[src/rtl/add_sub_iter.sv]
// Iterative 32-bit adder/subtractor, DIGIT_W bits per cycle, LSB first.
// Produces the result plus the sign/carry/zero flag set for the branch comparator.
module add_sub_iter #(
    parameter int DIGIT_W = 4
) (
    input  logic        clk_i,
    input  logic        rst_ni,
    input  logic        start_i,
    input  logic        sub_i,
    input  logic [31:0] a_i,
    input  logic [31:0] b_i,
    output logic        busy_o,
    output logic        done_o,
    output logic [31:0] result_o,
    output logic        a_31_o,
    output logic        b_31_o,
    output logic        diff_31_o,
    output logic        carry_o,
    output logic        zero_o
);

    localparam int N     = 32 / DIGIT_W;
    localparam int CNT_W = 6;

    typedef enum logic [1:0] {
        IDLE,
        RUN,
        DONE
    } state_e;

    state_e             state_q, state_d;
    logic [31:0]        a_sh_q, a_sh_d;
    logic [31:0]        b_sh_q, b_sh_d;
    logic [31:0]        res_sh_q, res_sh_d;
    logic               carry_acc_q, carry_acc_d;
    logic               zero_acc_q, zero_acc_d;
    logic [CNT_W-1:0]   cnt_q, cnt_d;
    logic               a_sign_q, a_sign_d;
    logic               b_sign_q, b_sign_d;

    logic [31:0]        result_q, result_d;
    logic               a_31_q, a_31_d;
    logic               b_31_q, b_31_d;
    logic               diff_31_q, diff_31_d;
    logic               carry_q, carry_d;
    logic               zero_q, zero_d;

    logic [DIGIT_W:0]       digit_sum;
    logic [31+DIGIT_W:0]    res_cat;
    logic [31:0]            res_next;
    logic                   digit_zero;

    // Concatenating before slicing keeps the shift legal even when DIGIT_W = 32.
    assign digit_sum  = {1'b0, a_sh_q[DIGIT_W-1:0]} + {1'b0, b_sh_q[DIGIT_W-1:0]}
                      + {{DIGIT_W{1'b0}}, carry_acc_q};
    assign res_cat    = {digit_sum[DIGIT_W-1:0], res_sh_q};
    assign res_next   = res_cat[31+DIGIT_W:DIGIT_W];
    assign digit_zero = (digit_sum[DIGIT_W-1:0] == '0);

    always_comb begin
        // NOTE: every _d gets a default first so no path leaves it unassigned (no latches).
        state_d     = state_q;
        a_sh_d      = a_sh_q;
        b_sh_d      = b_sh_q;
        res_sh_d    = res_sh_q;
        carry_acc_d = carry_acc_q;
        zero_acc_d  = zero_acc_q;
        cnt_d       = cnt_q;
        a_sign_d    = a_sign_q;
        b_sign_d    = b_sign_q;
        result_d    = result_q;
        a_31_d      = a_31_q;
        b_31_d      = b_31_q;
        diff_31_d   = diff_31_q;
        carry_d     = carry_q;
        zero_d      = zero_q;

        case (state_q)
            IDLE, DONE: begin
                if (start_i) begin
                    a_sh_d      = a_i;
                    b_sh_d      = sub_i ? ~b_i : b_i;
                    carry_acc_d = sub_i;
                    zero_acc_d  = 1'b1;
                    cnt_d       = '0;
                    a_sign_d    = a_i[31];
                    b_sign_d    = b_i[31];
                    state_d     = RUN;
                end else begin
                    state_d = IDLE;
                end
            end
            RUN: begin
                a_sh_d      = a_sh_q >> DIGIT_W;
                b_sh_d      = b_sh_q >> DIGIT_W;
                res_sh_d    = res_next;
                carry_acc_d = digit_sum[DIGIT_W];
                zero_acc_d  = zero_acc_q & digit_zero;
                cnt_d       = cnt_q + CNT_W'(1);
                if (cnt_q == CNT_W'(N - 1)) begin
                    result_d  = res_next;
                    carry_d   = digit_sum[DIGIT_W];
                    zero_d    = zero_acc_q & digit_zero;
                    diff_31_d = res_next[31];
                    a_31_d    = a_sign_q;
                    b_31_d    = b_sign_q;
                    state_d   = DONE;
                end
            end
            default: state_d = IDLE;
        endcase
    end

    // NOTE: sequential state uses non-blocking assignments only.
    always_ff @(posedge clk_i or negedge rst_ni) begin
        if (!rst_ni) begin
            state_q     <= IDLE;
            a_sh_q      <= '0;
            b_sh_q      <= '0;
            res_sh_q    <= '0;
            carry_acc_q <= 1'b0;
            zero_acc_q  <= 1'b0;
            cnt_q       <= '0;
            a_sign_q    <= 1'b0;
            b_sign_q    <= 1'b0;
            result_q    <= '0;
            a_31_q      <= 1'b0;
            b_31_q      <= 1'b0;
            diff_31_q   <= 1'b0;
            carry_q     <= 1'b0;
            zero_q      <= 1'b0;
        end else begin
            state_q     <= state_d;
            a_sh_q      <= a_sh_d;
            b_sh_q      <= b_sh_d;
            res_sh_q    <= res_sh_d;
            carry_acc_q <= carry_acc_d;
            zero_acc_q  <= zero_acc_d;
            cnt_q       <= cnt_d;
            a_sign_q    <= a_sign_d;
            b_sign_q    <= b_sign_d;
            result_q    <= result_d;
            a_31_q      <= a_31_d;
            b_31_q      <= b_31_d;
            diff_31_q   <= diff_31_d;
            carry_q     <= carry_d;
            zero_q      <= zero_d;
        end
    end

    assign busy_o    = (state_q == RUN);
    assign done_o    = (state_q == DONE);
    assign result_o  = result_q;
    assign a_31_o    = a_31_q;
    assign b_31_o    = b_31_q;
    assign diff_31_o = diff_31_q;
    assign carry_o   = carry_q;
    assign zero_o    = zero_q;

endmodule

[config.mk]
export PLATFORM = sky130hd
export DESIGN_NAME = add_sub_iter
export DESIGN_NICKNAME = d
export VERILOG_FILES = /design/src/rtl/add_sub_iter.sv
export SDC_FILE = /design/constraint.sdc
export NUM_CORES = 1
export LEC_CHECK = 0
export CAP_MARGIN = 10
export CORE_MARGIN = 2
export CORE_UTILIZATION = 45
export CTS_BUF_LIST = sky130_fd_sc_hd__clkbuf_8
export DETAILED_ROUTE_END_ITERATION = 10
export PLACE_DENSITY_LB_ADDON = 0.08
export SYNTH_ARGS = -nofsm -noshare
export SYNTH_HDL_FRONTEND = slang
export SYNTH_SLANG_ARGS = --single-unit
[constraint.sdc]
create_clock -name clk_i -period 2.6 [get_ports clk_i]
set_input_delay 0.65 -clock clk_i [delete_from_list [all_inputs] [get_ports clk_i]]
set_output_delay 0.65 -clock clk_i [all_outputs]
set_load 0.005 [all_outputs]
==> key figures <==
Worst setup path
  • Critical path arrival: 1.78 ns
  • Reg2Reg Setup Slack: 0.45 ns
  • Setup CP Type: reg2out
  • Cells on worst reg2reg path: 6
  • Crit-path max FO: 5
  • Reg-to-Reg End: a_sh_q[18]
  • CP required: 1.95 ns
  • Element type at the critical path end: output pin
  • Setup crit start kind: register
  • Worst r2r src: state_q[0]
  • Worst Setup SP: state_q[0]

Run status
  • Status: finished clean

Place
  • HPWL after DPL: 8450 µm
  • Port buffer count: 106
  • Placer Congestion: 0.762

Global routing
  • Antenna violations before repair: 0
  • Vias in the first global route: 4478
  • Largest net degree at the start of global routing: 65
  • Total GRT Usage: 19.2%
  • Global-route wire length before repair: 21400 µm
  • GRT overflow: 0

CTS
  • Clk slew on worst S/H paths: 0.07 ns
  • CTS sink cnt: 140
  • Max clock buf depth: 2
  • Post-CTS sizing: 0
  • Post-CTS setup buffer count: 0
  • CTS Buf Count: 17
  • CTS tree: yes
  • H-tree levels: 4
  • CTS root buf: clkbuf_8
  • Clk Latency, worst-skew pair: 0.45 ns
  • Hold-fix buffer count after cts: 0

Timing
  • Final setup viols: 0
  • Final Critical Period: 2.43 ns
  • Clk_skew: 0.00672 ns
  • Final setup TNS: 0 ns
  • RSZ-0062 raised after global routing: no
  • Hold Vio Cnt, Final: 0
  • Fmax: 0.412 GHz
  • Max_slew headroom: 35.4%
  • Slew @ Worst Pin: 0.967 ns
  • Period utilisation layout: 93.4%
  • Max-slew violation count: 0

Synth
  • Synth Net Count: 676
  • Share of the synthesized area in the top cell type: 58.7%
  • Synthesized cell area: 5970 µm²
  • Mapped Avg Cell Area: 9.92 µm²
  • Post-synth top cells: nand2_1, dfrtp_1, nor2_1, xnor2_1, a221o_1
  • Largest area contributor in the netlist: dfrtp_1
  • Main flop type after synthesis: dfrtp_1
  • Top-count cell post-synth: nand2_1
  • Number of synthesized flops with an enable pin: 0
  • Synth cell types: 32
  • #FFs+latches synth: 140
  • Syn Inst Count: 602
  • Async SR Flop Fraction: 100%
  • Dominant cells by area after synthesis: dfrtp_1, nand2_1, a221o_1
  • Seq/Total Area, Yosys: 58.7%
  • YS warnings: 0

Detailed routing
  • Final ANT Viol Nets: 0
  • Post-detailed-route wirelength per cell: 14.1 µm
  • DRT iter0 DRCs: 281
  • Vias per cell: 4.99
  • Final Routed Wirelength: 12600 µm
  • DRC viols: 0
  • DR pass1 iterations: 4
  • Vias: 4438

Power and ir drop
  • LEAKAGE: 0.00363 µW
  • Total power: 8570 µW
  • VDD IR max: 0.588 mV
  • Pwr/cell area: 1120 nW/µm²

Floorplan
  • Die H: 119 µm
  • Die area: 14200 µm²
  • DIE WIDTH: 119 µm
  • Initial Util: 45.6%
  • Top-Level Pins: 107
  • Core area: 13100 µm²
  • Row cnt: 42

Run
  • Max Cap Viol: 0

Hold path
  • Worst hold path type: in2async

Layout
  • Area Growth Syn to Fin: 27.9%
  • Antenna cells: 0
  • Layout cells sized above 1: 7.71%
  • Finished Core Util: 58.4%
  • Nets@finish: 774
-- area by class of cell --
type	instances	area [µm²]
fill	1192	5450
sequential	140	3500
multi-input combinational	414	2230
timing repair buffer	119	1170
clock inverter	15	246
clock buffer	17	234
tap	176	220
inverter	8	35.0
-- cell usage in the layout, fill, tap and decap left out, types with 3 or more instances in the layout --
master           netlist  routed
a22oi_1               27      27
clkbuf_8               0      17
o21ai_0               17      17
clkinv_4               0       3
clkinvlp_4             0       4
dfrtp_1              140     140
nand2b_1               3       3
a221o_1               30      30
ha_1                   4       4
a21oi_1                3       3
nand2_1              237     237
nor2_1                33      33
buf_4                  1      12
clkdlybuf4s50_1        0     104
xnor2_1               33      33
bufinv_16              0       6
inv_1                  6       6
a22o_1                 4       4
-- sequential cells by signal (all words and copies together) (netlist names) --
signal       cells
res_sh_q        28
zero_o           1
a_31_o           1
b_sign_q         1
zero_acc_q       1
a_sh_q          32
a_sign_q         1
b_31_o           1
result_o        32
state_q          2
b_sh_q          32
carry_o          1
cnt_q            6
carry_acc_q      1
-- layer usage --
metal,vias to the layer above,wire length (µm),GRT usage [%]
met1,2142,5710,25.1
li1,2179,-,-
met3,18,476,4.02
met4,0,261,8.48
met2,99,6120,31.0
met5,-,0,0
-- power by group --
group / internal (µW) / switching (µW) / total [µW]
Combinational: 1370 / 1460 / 2830
Sequential: 3070 / 585 / 3660
Clock: 1240 / 841 / 2080
-- kinds of logic after synthesis --
kind of cell	Yosys count	share of synthesized area, %
AOI/OAI and AO/OA	83	10.9
xor gates and xnor gates	35	5.13
adders and majority gates	6	1.51
buffers and inverters	48	4.19
DFF	140	58.7
muxes	4	0.712
and+or+nand+nor	286	18.9
-- worst max-delay path, stage by stage (launching register included) --
cell and delay (ns):
dfrtp_1 0.50, nand2b_1 0.18, inv_6 0.14, clkdlybuf4s50_1 0.51
-- worst max-delay path by stage --
stage	to	slack, ns	cells after the start
3_3_place_gp	a_sh_q[28]	0.05	5
3_5_place_dp	a_sh_q[28]	0.02	5
5_1_grt	busy_o	0.11	3
2_1_floorplan	zero_o	0.81	6
4_1_cts	busy_o	0.16	3
6_report	busy_o	0.17	3
-- per-stage QoR --
step | area (µm²) | hold slack [ns] | std cells | worst slack, ns
finish | 7640 | 0.162 | 889 | 0.173
floorplan | 5970 | 0.354 | 602 | 0.812
global placement | 7160 | 0.455 | 857 | 0.0452
global route | 7640 | 0.191 | 889 | 0.109
detailed placement | 7160 | 0.461 | 857 | 0.0249
CTS | 7640 | 0.167 | 889 | 0.158
No activity file was read; power rests on OpenSTA's default activity.
